===== src/rtl/caminho_dados_if.sv =====
// Control-to-datapath bundle: strobes from the instruction FSM in, result and status out.
// master = control FSM / bench side, slave = datapath side.
interface caminho_dados_if #(
    parameter int N = 8,
    parameter int W = N + 2
);
    logic signed [N-1:0] Entrada;
    logic                EnA;
    logic                EnB;
    logic                Sel;
    logic [1:0]          Op;
    logic [1:0]          OpReg;
    logic                Fim;
    logic [W-1:0]        Resultado;
    logic                Valido;
    logic                Zero;
    logic                Negativo;

    modport master (
        output Entrada, EnA, EnB, Sel, Op, OpReg, Fim,
        input  Resultado, Valido, Zero, Negativo
    );

    modport slave (
        input  Entrada, EnA, EnB, Sel, Op, OpReg, Fim,
        output Resultado, Valido, Zero, Negativo
    );
endinterface


===== src/rtl/caminho_dados.sv =====
// Operand registers A/B, signed ALU and result register R driven by control-FSM strobes.
// R, flags and Valido are registered (one edge after the strobe); no backpressure, a step is accepted every cycle.
module caminho_dados #(
    parameter int N = 8,
    parameter int W = N + 2
) (
    input  logic            clk,
    input  logic            rst,
    caminho_dados_if.slave  bus
);
    localparam logic [1:0] OP_ZERO = 2'b00;
    localparam logic [1:0] OP_ADD  = 2'b01;
    localparam logic [1:0] OP_SUB  = 2'b10;

    localparam logic [1:0] RG_HOLD = 2'b00;
    localparam logic [1:0] RG_LOAD = 2'b01;
    localparam logic [1:0] RG_HALF = 2'b10;

    logic [W-1:0] r_a;
    logic [W-1:0] r_b;
    logic [W-1:0] r_r;
    logic         r_valido;
    logic         r_zero;
    logic         r_negativo;

    logic [W-1:0] w_entrada_ext;
    logic [W-1:0] w_y;
    logic [W-1:0] w_f;
    logic [W-1:0] w_r_next;

    assign w_entrada_ext = {{(W-N){bus.Entrada[N-1]}}, bus.Entrada};
    assign w_y           = bus.Sel ? r_r : r_b;

    always_comb begin
        w_f = '0;
        case (bus.Op)
            OP_ZERO: w_f = '0;
            OP_ADD:  w_f = r_a + w_y;
            OP_SUB:  w_f = r_a - w_y;
            default: w_f = r_a;
        endcase
    end

    // Halving replicates the sign bit so negative odd values round toward -inf.
    always_comb begin
        w_r_next = r_r;
        case (bus.OpReg)
            RG_HOLD: w_r_next = r_r;
            RG_LOAD: w_r_next = w_f;
            RG_HALF: w_r_next = {w_f[W-1], w_f[W-1:1]};
            default: w_r_next = '0;
        endcase
    end

    // Flags are derived from the next R so they always match the registered Resultado.
    always_ff @(posedge clk) begin
        if (rst) begin
            r_a        <= '0;
            r_b        <= '0;
            r_r        <= '0;
            r_valido   <= 1'b0;
            r_zero     <= 1'b1;
            r_negativo <= 1'b0;
        end else begin
            if (bus.EnA) begin
                r_a <= w_entrada_ext;
            end
            if (bus.EnB) begin
                r_b <= w_entrada_ext;
            end
            r_r        <= w_r_next;
            r_zero     <= (w_r_next == '0);
            r_negativo <= w_r_next[W-1];
            r_valido   <= bus.Fim;
        end
    end

    assign bus.Resultado = r_r;
    assign bus.Valido    = r_valido;
    assign bus.Zero      = r_zero;
    assign bus.Negativo  = r_negativo;
endmodule

===== src/flat_wrapper.sv =====
// flat-port wrapper written by rule: the top's interface ports become plain ports
module caminho_dados_flat 
#(
    parameter int N = 8,
    parameter int W = N + 2
)
  (clk, rst, bus_Entrada, bus_EnA, bus_EnB, bus_Sel, bus_Op, bus_OpReg, bus_Fim, bus_Resultado, bus_Valido, bus_Zero, bus_Negativo);
  caminho_dados_if #(.N(N), .W(W)) bus_i ();
  input  logic clk;
  input  logic rst;
  input wire logic [$bits(bus_i.Entrada)-1:0] bus_Entrada;
  input wire logic [$bits(bus_i.EnA)-1:0] bus_EnA;
  input wire logic [$bits(bus_i.EnB)-1:0] bus_EnB;
  input wire logic [$bits(bus_i.Sel)-1:0] bus_Sel;
  input wire logic [$bits(bus_i.Op)-1:0] bus_Op;
  input wire logic [$bits(bus_i.OpReg)-1:0] bus_OpReg;
  input wire logic [$bits(bus_i.Fim)-1:0] bus_Fim;
  output wire logic [$bits(bus_i.Resultado)-1:0] bus_Resultado;
  output wire logic [$bits(bus_i.Valido)-1:0] bus_Valido;
  output wire logic [$bits(bus_i.Zero)-1:0] bus_Zero;
  output wire logic [$bits(bus_i.Negativo)-1:0] bus_Negativo;
  assign bus_i.Entrada = bus_Entrada;
  assign bus_i.EnA = bus_EnA;
  assign bus_i.EnB = bus_EnB;
  assign bus_i.Sel = bus_Sel;
  assign bus_i.Op = bus_Op;
  assign bus_i.OpReg = bus_OpReg;
  assign bus_i.Fim = bus_Fim;
  assign bus_Resultado = bus_i.Resultado;
  assign bus_Valido = bus_i.Valido;
  assign bus_Zero = bus_i.Zero;
  assign bus_Negativo = bus_i.Negativo;
  caminho_dados #(.N(N), .W(W)) u_core (.clk(clk), .rst(rst), .bus(bus_i));
endmodule

===== config.mk =====
export PLATFORM = sky130hd
export DESIGN_NAME = caminho_dados_flat
export DESIGN_NICKNAME = d
export VERILOG_FILES = /design/src/rtl/caminho_dados_if.sv /design/src/rtl/caminho_dados.sv /design/src/flat_wrapper.sv
export SDC_FILE = /design/constraint.sdc
export NUM_CORES = 1
export LEC_CHECK = 0
export ABC_AREA = 0
export CAP_MARGIN = 10
export CORE_AREA = 2 2 64 66
export CTS_CLUSTER_DIAMETER = 200
export CTS_CLUSTER_SIZE = 24
export DETAILED_ROUTE_END_ITERATION = 10
export DIE_AREA = 0 0 66 68
export GPL_ROUTABILITY_DRIVEN = 0
export GPL_TIMING_DRIVEN = 0
export PLACE_DENSITY = 0.93
export SYNTH_ARGS = -nofsm -noshare
export SYNTH_HDL_FRONTEND = slang
export SYNTH_SLANG_ARGS = --single-unit

===== constraint.sdc =====
create_clock -name clk -period 7.3 [get_ports clk]
set_clock_uncertainty 0.05 [all_clocks]
set_input_delay 1.095 -clock clk [delete_from_list [all_inputs] [get_ports clk]]
set_output_delay 1.095 -clock clk [all_outputs]
set_load 0.01 [all_outputs]

==> impl_results.md <==
- Status: complete, no violations
- TNS Setup: 0 ns
- Compound-Gate Fraction of Synth Area: between 20% and 30%
- Adder-Cell Fraction of Synth Area: under 10%
- Postcts setup bufs: 0
- Post-synth cell types: 60
- Setup crit end kind: flop
- Clock buffer depth: 2
- Row Count: 23
- Syn Area/Cell: 8.390 um^2
- Post-DP HPWL: ~4300 um
- Layout Nets: around 320
- TritonRoute pass-1 iters: 4
- Final Power: around 0.47 mW
- Grt ovf: 0
- R2R Setup Slk: ~3.8 ns
- CTS buffer count: 3
- Setup Viol. Count Final: 0
- Dpl cell area: 0.002462 mm^2
- Initial antenna violation count: 0
- Number of global-route vias before repair: a little under 2k
- Max_slew headroom: just under 60%
- Type of the worst min-delay path: flop to flop
- Worst Path Class, Setup: input port to flop
- CTS tree: built
- Worst setup SP type: input port
- Drt wl/cell: between 15 and 20 um
- Post-Synth Simple-Gate Area: roughly a fifth
- Clock Pin Slew Worst Setup and Hold Paths: 0.09 ns
- RSZ-0062 raised after global routing: false
- Die area: around 0.0045 mm^2
- Synth Instances: roughly 260
- Synth Warn #: 0
- FFs w/ async S/R, synth: 0%
- Die Height: 68 um
- Hold buffers post-CTS: 0
- Sequential area share after synthesis: about a quarter
- Worst-skew pair later-pin latency: 0.27 ns
- Initial core utilization: a little under three fifths
- First DRT Iteration DRCs: 130
- Seq cells post-synth: 28
- Chip width: roughly 66 um
- # H-tree levels: 1
- Pwr dens: 188.1 mW/mm^2
- Primary FF master, synth: dfxtp_1
- Max-cap violations: 0
- Drt drc: 0
- Crit share post-route: 71.75%
- Clock Sink Count: 28
- EDFF count, synth: 0
- Clock root buffer: clkbuf_8
- Synthesized area: roughly 0.0021 mm^2
- Final min period: around 5.2 ns
- Net Count, Synth: 286
- P_leak: ~1.0 nW
- Layout cells sized above 1: under 10%
- Fin. Hold Viols: 0
- WP data required: about 7.4 ns
- Crit path DAT: between 5 and 6 ns
- Mux share of post-synthesis cell area: around an eighth
- Core Area: 0.003856 mm^2
- Design Area, Final: around 0.0025 mm^2
- Tot GR Track Use: around a quarter
- Antenna Nets Post-Route: 0
- First-pass GRT wire length: 9259 um
- Largest net degree at the start of global routing: 15
- Max VDD drop: roughly 0.16 mV
- Final WL: 5487 um
- Area Overhead vs Synth: 17.02%
- IO Port Bufs: 26
- Pins Over Slew Limit: 0
- Via Count: roughly 2.0k
- Worst slew pin tran: around 0.59 ns
- Worst-path fanout max: 10
- Post-Synth XOR/XNOR Area: under 10%
- Hold_ws: around 0.5 ns
- Post-cts sizing count: 0
- Ant diodes: 0
- Io pins: 31
- Largest family of logic cells by synthesized area: compound AO/OA/AOI/OAI gates
- Max Freq: ~190 MHz
- Vias per cell: 6.099
==> per-stage QoR <==
| stage | worst slack (ns) | std cells | utilization [%] |
|---|---|---|---|
| after CTS | 2.087 | 334 | 64.93 |
| final | 2.062 | 334 | 64.93 |
| after floorplan | 2.805 | 255 | - |
| after detailed placement | 1.817 | 331 | 63.85 |
| after global routing | 1.784 | 334 | 64.93 |
| after global placement | 1.932 | 331 | 63.85 |
==> cells in the mapped netlist (3+ instances only) <==
cell type	number	area share [%]
a21oi_1	15	3.5
a22oi_1	4	1.4
a31oi_1	3	0.88
clkbuf_1	4	0.70
clkbuf_8	5	3.2
dfxtp_1	28	26
ha_1	12	7.0
inv_1	9	1.6
mux2i_1	24	11
nand2_1	13	2.3
nand3_1	3	0.70
nor2_1	45	7.9
nor2b_1	4	1.2
nor3_1	4	0.94
o211ai_1	6	2.1
o21ai_0	4	0.94
o31ai_1	5	1.8
or2_2	4	1.2
xor2_1	8	3.3
==> cells by family (layout without fill, tap and decap cells) <==
family | Yosys count | count (layout)
AND/OR/NAND/NOR | 91 | 91
adder cells (fa/ha/maj) | 13 | 13
multiplexers | 26 | 26
flip-flops | 28 | 28
AO/OA/AOI/OAI | 63 | 63
buffers and inverters | 24 | 53
XOR/XNOR | 10 | 10
==> state kept, by name, indices dropped and copies added, names as in the netlist <==
name,count
u_core.bus.Resultado,9
u_core.bus.Valido,1
u_core.r_b,8
u_core.bus.Negativo,1
u_core.bus.Zero,1
u_core.r_a,8
==> cell type report <==
| class | count | area (um^2) |
|---|---|---|
| Multi-Input combinational cell | 203 | 1418 |
| Buffer | 15 | 127.6 |
| Timing Repair Buffer | 26 | 260.3 |
| Clock buffer | 3 | 41.29 |
| Sequential cell | 28 | 560.5 |
| Tap cell | 50 | 62.56 |
| Inverter | 9 | 33.78 |
| Fill cell | 304 | 1353 |
==> worst max-delay path, stage by stage <==
cell             delay, ns
clkdlybuf4s50_1       0.50
buf_2                 0.24
buf_1                 0.47
mux2i_1               0.20
ha_1                  0.31
nor2_1                0.04
a21oi_1               0.28
inv_1                 0.08
ha_1                  0.30
nor2b_4               0.14
o2111a_1              0.24
or4_1                 0.47
a32o_1                0.30
a221oi_1              0.26
a41oi_1               0.19
nor4_2                0.26
==> metal layers <==
layer  global-route usage (%)  up-vias  part of all wire [%]
met5                        0        -                     0
met3                    2.467       15                   7.1
li1                         -      987                     -
met2                    48.36       99                    50
met4                    9.439        0                   2.6
met1                    32.90      936                    41
==> layout by cell type, fill, tap and decap left out, types with 8 or more instances in the layout <==
| cell type | n |
|---|---|
| nor2_1 | 45 |
| dfxtp_1 | 28 |
| clkdlybuf4s50_1 | 26 |
| mux2i_1 | 24 |
| a21oi_1 | 15 |
| nand2_1 | 13 |
| ha_1 | 12 |
| inv_1 | 9 |
| xor2_1 | 8 |
| clkbuf_8 | 8 |
==> where the power goes <==
group | internal (mW) | switching (mW) | leakage, nW
logic | 0.0987 | 0.113 | 0.784
clock network | 0.0371 | 0.0453 | 0.0216
registers | 0.164 | 0.0128 | 0.231
total | 0.300 | 0.171 | 1.04
==> worst paths after layout <==
kind / from / to / cells after the start
hold / removal: u_core.r_b[0] / u_core.r_b[0] / 2
hold reg to reg: u_core.r_b[0] / u_core.r_b[0] / 2
setup reg to reg: u_core.bus.Resultado[1] / u_core.bus.Zero / 13
setup / recovery: bus_Sel / u_core.bus.Zero / 16
(Power assumes the default switching activity.)
